## config.mk

```make
export PLATFORM = sky130hd
export DESIGN_NAME = uart_rx
export DESIGN_NICKNAME = d
export VERILOG_FILES = /design/src/rtl/uart_pkg.sv /design/src/rtl/uart_rx_fifo.sv /design/src/rtl/uart_rx.sv
export SDC_FILE = /design/constraint.sdc
export NUM_CORES = 1
export LEC_CHECK = 0
export CAP_MARGIN = 20
export CORE_ASPECT_RATIO = 2
export CORE_MARGIN = 2
export CORE_UTILIZATION = 56
export CTS_BUF_LIST = sky130_fd_sc_hd__clkbuf_2 sky130_fd_sc_hd__clkbuf_4 sky130_fd_sc_hd__clkbuf_8
export DETAILED_ROUTE_END_ITERATION = 8
export PLACE_DENSITY = 0.78
export SYNTH_ARGS = -nofsm -noshare
export SYNTH_HDL_FRONTEND = slang
export SYNTH_SLANG_ARGS = --single-unit
```

## constraint.sdc

```tcl
create_clock -name i_CLK -period 2.1 [get_ports i_CLK]
set_input_delay 0.315 -clock i_CLK [delete_from_list [all_inputs] [get_ports i_CLK]]
set_output_delay 0.315 -clock i_CLK [all_outputs]
set_load 0.01 [all_outputs]
```

## src/rtl/uart_pkg.sv

```systemverilog
// Shared UART definitions: receive FSM states, frame width and the system baud divisor.
package uart_pkg;

    localparam int unsigned UART_DATA_BITS         = 8;
    localparam int unsigned UART_CLKS_PER_BIT_9600 = 1250;

    typedef enum logic [2:0] {
        RX_IDLE,
        RX_START,
        RX_DATA,
        RX_STOP,
        RX_WAIT_IDLE
    } rx_state_e;

endpackage

```

## src/rtl/uart_rx_fifo.sv

```systemverilog
// First-word-fall-through byte FIFO with wrap-bit pointers and overrun detection.
module uart_rx_fifo
    import uart_pkg::*;
#(
    parameter int unsigned FIFO_DEPTH = 4
) (
    input  logic                          clk_i,
    input  logic                          rst_i,
    input  logic                          push_i,
    input  logic [UART_DATA_BITS-1:0]     data_i,
    input  logic                          pop_i,
    output logic [UART_DATA_BITS-1:0]     data_o,
    output logic                          valid_o,
    output logic [$clog2(FIFO_DEPTH):0]   count_o,
    output logic                          overrun_o
);

    localparam int unsigned AW = $clog2(FIFO_DEPTH);

    logic [UART_DATA_BITS-1:0] mem_q [FIFO_DEPTH];
    logic [AW:0]               wr_ptr_q, wr_ptr_d;
    logic [AW:0]               rd_ptr_q, rd_ptr_d;
    logic                      full, empty, do_push, do_pop;

    assign empty = (wr_ptr_q == rd_ptr_q);
    assign full  = (wr_ptr_q[AW] != rd_ptr_q[AW]) && (wr_ptr_q[AW-1:0] == rd_ptr_q[AW-1:0]);

    // A simultaneous pop frees the head slot, so a push into a full FIFO still lands.
    assign do_pop    = pop_i && !empty;
    assign do_push   = push_i && (!full || do_pop);
    assign overrun_o = push_i && full && !do_pop;

    always_comb begin
        wr_ptr_d = wr_ptr_q;
        rd_ptr_d = rd_ptr_q;
        if (do_push) wr_ptr_d = wr_ptr_q + 1'b1;
        if (do_pop)  rd_ptr_d = rd_ptr_q + 1'b1;
    end

    // Storage is cleared on reset so the head byte reads 0 while empty after reset.
    always_ff @(posedge clk_i) begin
        if (rst_i) begin
            wr_ptr_q <= '0;
            rd_ptr_q <= '0;
            for (int unsigned i = 0; i < FIFO_DEPTH; i++) mem_q[i] <= '0;
        end else begin
            wr_ptr_q <= wr_ptr_d;
            rd_ptr_q <= rd_ptr_d;
            if (do_push) mem_q[wr_ptr_q[AW-1:0]] <= data_i;
        end
    end

    assign data_o  = mem_q[rd_ptr_q[AW-1:0]];
    assign valid_o = !empty;
    assign count_o = wr_ptr_q - rd_ptr_q;

endmodule

```

## src/rtl/uart_rx.sv

```systemverilog
// 8N1 serial receiver: 2-flop synchronizer, mid-bit sampling FSM, FWFT receive FIFO.
module uart_rx
    import uart_pkg::*;
#(
    parameter int unsigned CLKS_PER_BIT = UART_CLKS_PER_BIT_9600,
    parameter int unsigned FIFO_DEPTH   = 4
) (
    input  logic                          i_CLK,
    input  logic                          i_RST,
    input  logic                          i_RXD,
    output logic [UART_DATA_BITS-1:0]     o_DATA,
    output logic                          o_VALID,
    input  logic                          i_READY,
    output logic                          o_BUSY,
    output logic                          o_FRAME_ERR,
    output logic                          o_OVERRUN,
    output logic [$clog2(FIFO_DEPTH):0]   o_COUNT
);

    localparam int unsigned    CW      = $clog2(CLKS_PER_BIT);
    localparam logic [CW-1:0]  HALF_M1 = CW'(CLKS_PER_BIT / 2 - 1);
    localparam logic [CW-1:0]  FULL_M1 = CW'(CLKS_PER_BIT - 1);

    logic                       sync1_q, rxd_s;
    rx_state_e                  state_q, state_d;
    logic [CW-1:0]              clk_cnt_q, clk_cnt_d;
    logic [2:0]                 bit_idx_q, bit_idx_d;
    logic [UART_DATA_BITS-1:0]  shift_q, shift_d;
    logic                       push, frame_err;

    always_ff @(posedge i_CLK) begin
        if (i_RST) begin
            sync1_q   <= 1'b1;
            rxd_s     <= 1'b1;
            state_q   <= RX_IDLE;
            clk_cnt_q <= '0;
            bit_idx_q <= '0;
            shift_q   <= '0;
        end else begin
            sync1_q   <= i_RXD;
            rxd_s     <= sync1_q;
            state_q   <= state_d;
            clk_cnt_q <= clk_cnt_d;
            bit_idx_q <= bit_idx_d;
            shift_q   <= shift_d;
        end
    end

    always_comb begin
        state_d   = state_q;
        clk_cnt_d = clk_cnt_q;
        bit_idx_d = bit_idx_q;
        shift_d   = shift_q;
        push      = 1'b0;
        frame_err = 1'b0;
        case (state_q)
            RX_IDLE: begin
                if (!rxd_s) begin
                    state_d   = RX_START;
                    clk_cnt_d = '0;
                end
            end
            RX_START: begin
                if (clk_cnt_q == HALF_M1) begin
                    clk_cnt_d = '0;
                    bit_idx_d = '0;
                    state_d   = rxd_s ? RX_IDLE : RX_DATA;
                end else begin
                    clk_cnt_d = clk_cnt_q + 1'b1;
                end
            end
            RX_DATA: begin
                if (clk_cnt_q == FULL_M1) begin
                    clk_cnt_d          = '0;
                    shift_d[bit_idx_q] = rxd_s;
                    bit_idx_d          = bit_idx_q + 1'b1;
                    if (bit_idx_q == 3'd7) state_d = RX_STOP;
                end else begin
                    clk_cnt_d = clk_cnt_q + 1'b1;
                end
            end
            RX_STOP: begin
                // Pushing at mid-stop leaves half a bit to catch a back-to-back start edge.
                if (clk_cnt_q == FULL_M1) begin
                    clk_cnt_d = '0;
                    if (rxd_s) begin
                        push    = 1'b1;
                        state_d = RX_IDLE;
                    end else begin
                        frame_err = 1'b1;
                        state_d   = RX_WAIT_IDLE;
                    end
                end else begin
                    clk_cnt_d = clk_cnt_q + 1'b1;
                end
            end
            RX_WAIT_IDLE: begin
                if (rxd_s) state_d = RX_IDLE;
            end
            default: state_d = RX_IDLE;
        endcase
    end

    assign o_BUSY      = (state_q != RX_IDLE);
    assign o_FRAME_ERR = frame_err;

    uart_rx_fifo #(
        .FIFO_DEPTH(FIFO_DEPTH)
    ) u_fifo (
        .clk_i     (i_CLK),
        .rst_i     (i_RST),
        .push_i    (push),
        .data_i    (shift_d),
        .pop_i     (i_READY),
        .data_o    (o_DATA),
        .valid_o   (o_VALID),
        .count_o   (o_COUNT),
        .overrun_o (o_OVERRUN)
    );

endmodule

```

==> summary.md <==
| Metric | Value |
|---|---|
| WL final | 8276 um |
| Flops & latches, synth | 67 |
| Placed cell areas | 4008 um^2 |
| Core Area | 6006 um^2 |
| Worst setup margin | 0.02337 ns |
| GR Overflow Total | 0 |
| RSZ-0062 raised after global routing | true |
| Pwr dens | 620.4 nW/um^2 |
| Crit. End Element | flop |
| Row count | 40 |
| Warnings from Yosys | 0 |
| Synth unique cells | 60 |
| Antenna cells | 0 |
| Status | complete, no violations |
| Drt pass-1 iters | 4 |
| Hold WC Path Type | reg -> reg |
| Layout area overhead | 24.47% |
| Critical Path Source Type | flop |
| Clk_lat worst skew | 0.35 ns |
| CP Class | reg -> reg |
| 1st-iter DRT viols | 91 |
| Die Width | 59.76 um |
| Clock skew | 0.005642 ns |
| Most common cell after layout, fill and taps aside | buf_4 |
| Sequential area share after synthesis | 47.72% |
| Clock Sinks | 67 |
| Clock buffer count from CTS | 9 |
| Main synth FF type | dfxtp_1 |
| Via Count | 2870 |
| Starting Density | 57.98% |
| Worst-Margin Slew | 0.5942 ns |
| Number of synthesized flops with an enable pin | 32 |
| HPWL after DPL | 5957 um |
| Worst-path maximum fanout | 7 |
| Critical Path AT | 2.17 ns |
| Final instance area | 4334 um^2 |
| Static leakage | 1.541 nW |
| CTS root buffer | clkbuf_8 |
| Clk buf depth | 2 |
| Req. time, crit path | 2.19 ns |
| Fmax | 0.4815 GHz |
| CTS tree | yes |
| Synth async-reset ratio | 0% |
| Final setup viols | 0 |
| Average wire per standard cell | 18.19 um |
| Maximum capacitance violations | 0 |
| Leading cell types in the layout, fill and taps excluded | buf_4 (46), a21oi_1 (43), edfxtp_1 (32) |
| Share of cells above drive strength 1 | 30.87% |
| Part of the cycle the worst path needs | 98.89% |
| Maximum vdd drop | 0.5327 mV |
| First-pass GRT wire length | 13210 um |
| Synthesized cell area | 3482 um^2 |
| Area of the die | 6903 um^2 |
| Synth Instances | 328 |
| Vias per cell | 6.308 |
| DRT antenna net count | 0 |
| RePlAce Congestion | 0.8624 |
| Final Slew Violations | 0 |
| Vias in the first global route | 2818 |
| Hold Buf Count CTS | 0 |
| Initial antenna violation count | 0 |
| Clock period minus final worst setup slack | 2.077 ns |
| Die H | 115.5 um |
| Post-route DRC | 0 |
| Worst slack, placed | -0.2029 ns |
| Post-synth net total | 342 |
| Mean Syn Cell Area | 10.62 um^2 |
| Final Util | 72.17% |
| Reg clk slew, reported paths | 0.07 ns |
| Htree depth | 3 |
| Pin count of the biggest net entering global routing | 34 |
| Layout net count | 401 |
| Gr usage total | 25.96% |
| I/O pin count | 19 |
| Port bufs | 18 |
| Final Hold Fails | 0 |
| Worst slew margin | 60.30% |
## area by class of cell
class                      count  area [um^2]
multi-input combinational    229         1769
fill                         436         1672
sequential                    67         1669
timing repair buffer          68        556.8
clock buffer                   9        123.9
clock inverter                 7        91.34
tap                           63        78.83
inverter                      12        45.04
## metal layers
layer	track usage, %	share of wire (%)	vias up
met5	0	0	-
met1	25.29	33	1376
met3	4.799	3.4	37
met2	47.03	58	89
met4	17.19	5.2	0
li1	-	-	1368
## timing repair
item                       in CTS  in global routing
gates resized for setup        23                 22
setup endpoints to repair      27                 67
pin swaps                       3                  5
buffers inserted                1                  3
cloned                          0                  0
## synthesized netlist by cell type (all sizes together) (2+ instances only)
master / n / area share, %
a21oi: 51 / 8.2
dfxtp: 35 / 20
edfxtp: 32 / 28
nand2: 21 / 2.3
nand3: 19 / 2.9
nor2: 13 / 1.4
inv: 12 / 1.3
buf: 10 / 1.7
clkbuf: 10 / 1.1
o21ai: 10 / 1.7
ha: 9 / 3.2
nand4: 9 / 2.7
mux4: 8 / 5.2
a211oi: 5 / 1.4
o31ai: 5 / 1.1
or3: 5 / 0.90
mux2i: 4 / 1.1
nor3: 4 / 0.57
nor3b: 4 / 1.0
nor4: 4 / 0.72
o22ai: 4 / 0.72
or2: 4 / 0.72
and2: 3 / 0.54
nand3b: 3 / 0.65
nor2b: 3 / 0.54
nor4b: 3 / 1.2
o211ai: 3 / 0.65
o221ai: 3 / 0.75
or4: 3 / 0.65
xor2: 3 / 0.75
a21o: 2 / 0.43
a31oi: 2 / 0.36
and3: 2 / 0.36
and4: 2 / 0.50
and4b: 2 / 0.57
o2111ai: 2 / 0.50
xnor2: 2 / 0.50
## sequential cells by signal, indices dropped and copies added (netlist names), named ones only
| name | count |
|---|---|
| u_fifo.wr_ptr_q | 3 |
| clk_cnt_q | 11 |
| shift_q | 8 |
| rxd_s | 1 |
| u_fifo.rd_ptr_q | 3 |
| u_fifo.mem_q | 32 |
| bit_idx_q | 3 |
| sync1_q | 1 |
| state_q | 3 |
## power breakdown
group / switching, mW / total [mW] / internal (mW)
clock network: 0.497 / 1.16 / 0.666
logic: 0.0682 / 0.117 / 0.0488
registers: 0.0107 / 1.41 / 1.40
total: 0.576 / 2.69 / 2.11
## cells by family (layout without fill, tap and decap cells)
logic type | count (synthesis) | count (layout) | synth area share, %
DFF | 67 | 67 | 47.72
xor gates and xnor gates | 5 | 5 | 1.258
buffers and inverters | 32 | 96 | 4.060
muxes | 13 | 13 | 6.647
AOI/OAI and AO/OA | 91 | 91 | 16.78
and+or+nand+nor | 110 | 110 | 19.73
adders and majority gates | 10 | 10 | 3.809
## path summary, 6_finish.rpt
kind,start,to,slack [ns],depth (start not counted)
max reg2reg,clk_cnt_q[2]$_SDFFE_PP0P_,u_fifo.mem_q[1][0]$_SDFFCE_PN0P_,0.02,5
max,clk_cnt_q[2]$_SDFFE_PP0P_,u_fifo.mem_q[1][0]$_SDFFCE_PN0P_,0.02,5
min,sync1_q$_SDFF_PP1_,rxd_s$_SDFF_PP1_,0.42,1
min reg2reg,sync1_q$_SDFF_PP1_,rxd_s$_SDFF_PP1_,0.42,1
## through the flow
stage	power [mW]	cells	hold WS [ns]	TNS, ns
floorplan	1.496	328	0.3895	0
global placement	1.552	435	0.3993	-5.508
detailed placement	1.556	435	0.4058	-7.673
CTS	2.700	452	0.4217	0
global route	2.760	455	0.4228	-0.3077
finish	2.689	455	0.4166	0
## worst max-delay path, stage by stage, from the launching register on
cell	delay, ns
dfxtp_1	0.33
buf_4	0.17
or4b_4	0.58
or3_1	0.38
o21ai_2	0.25
a21oi_1	0.12
Power figures use the tool's default switching activity.
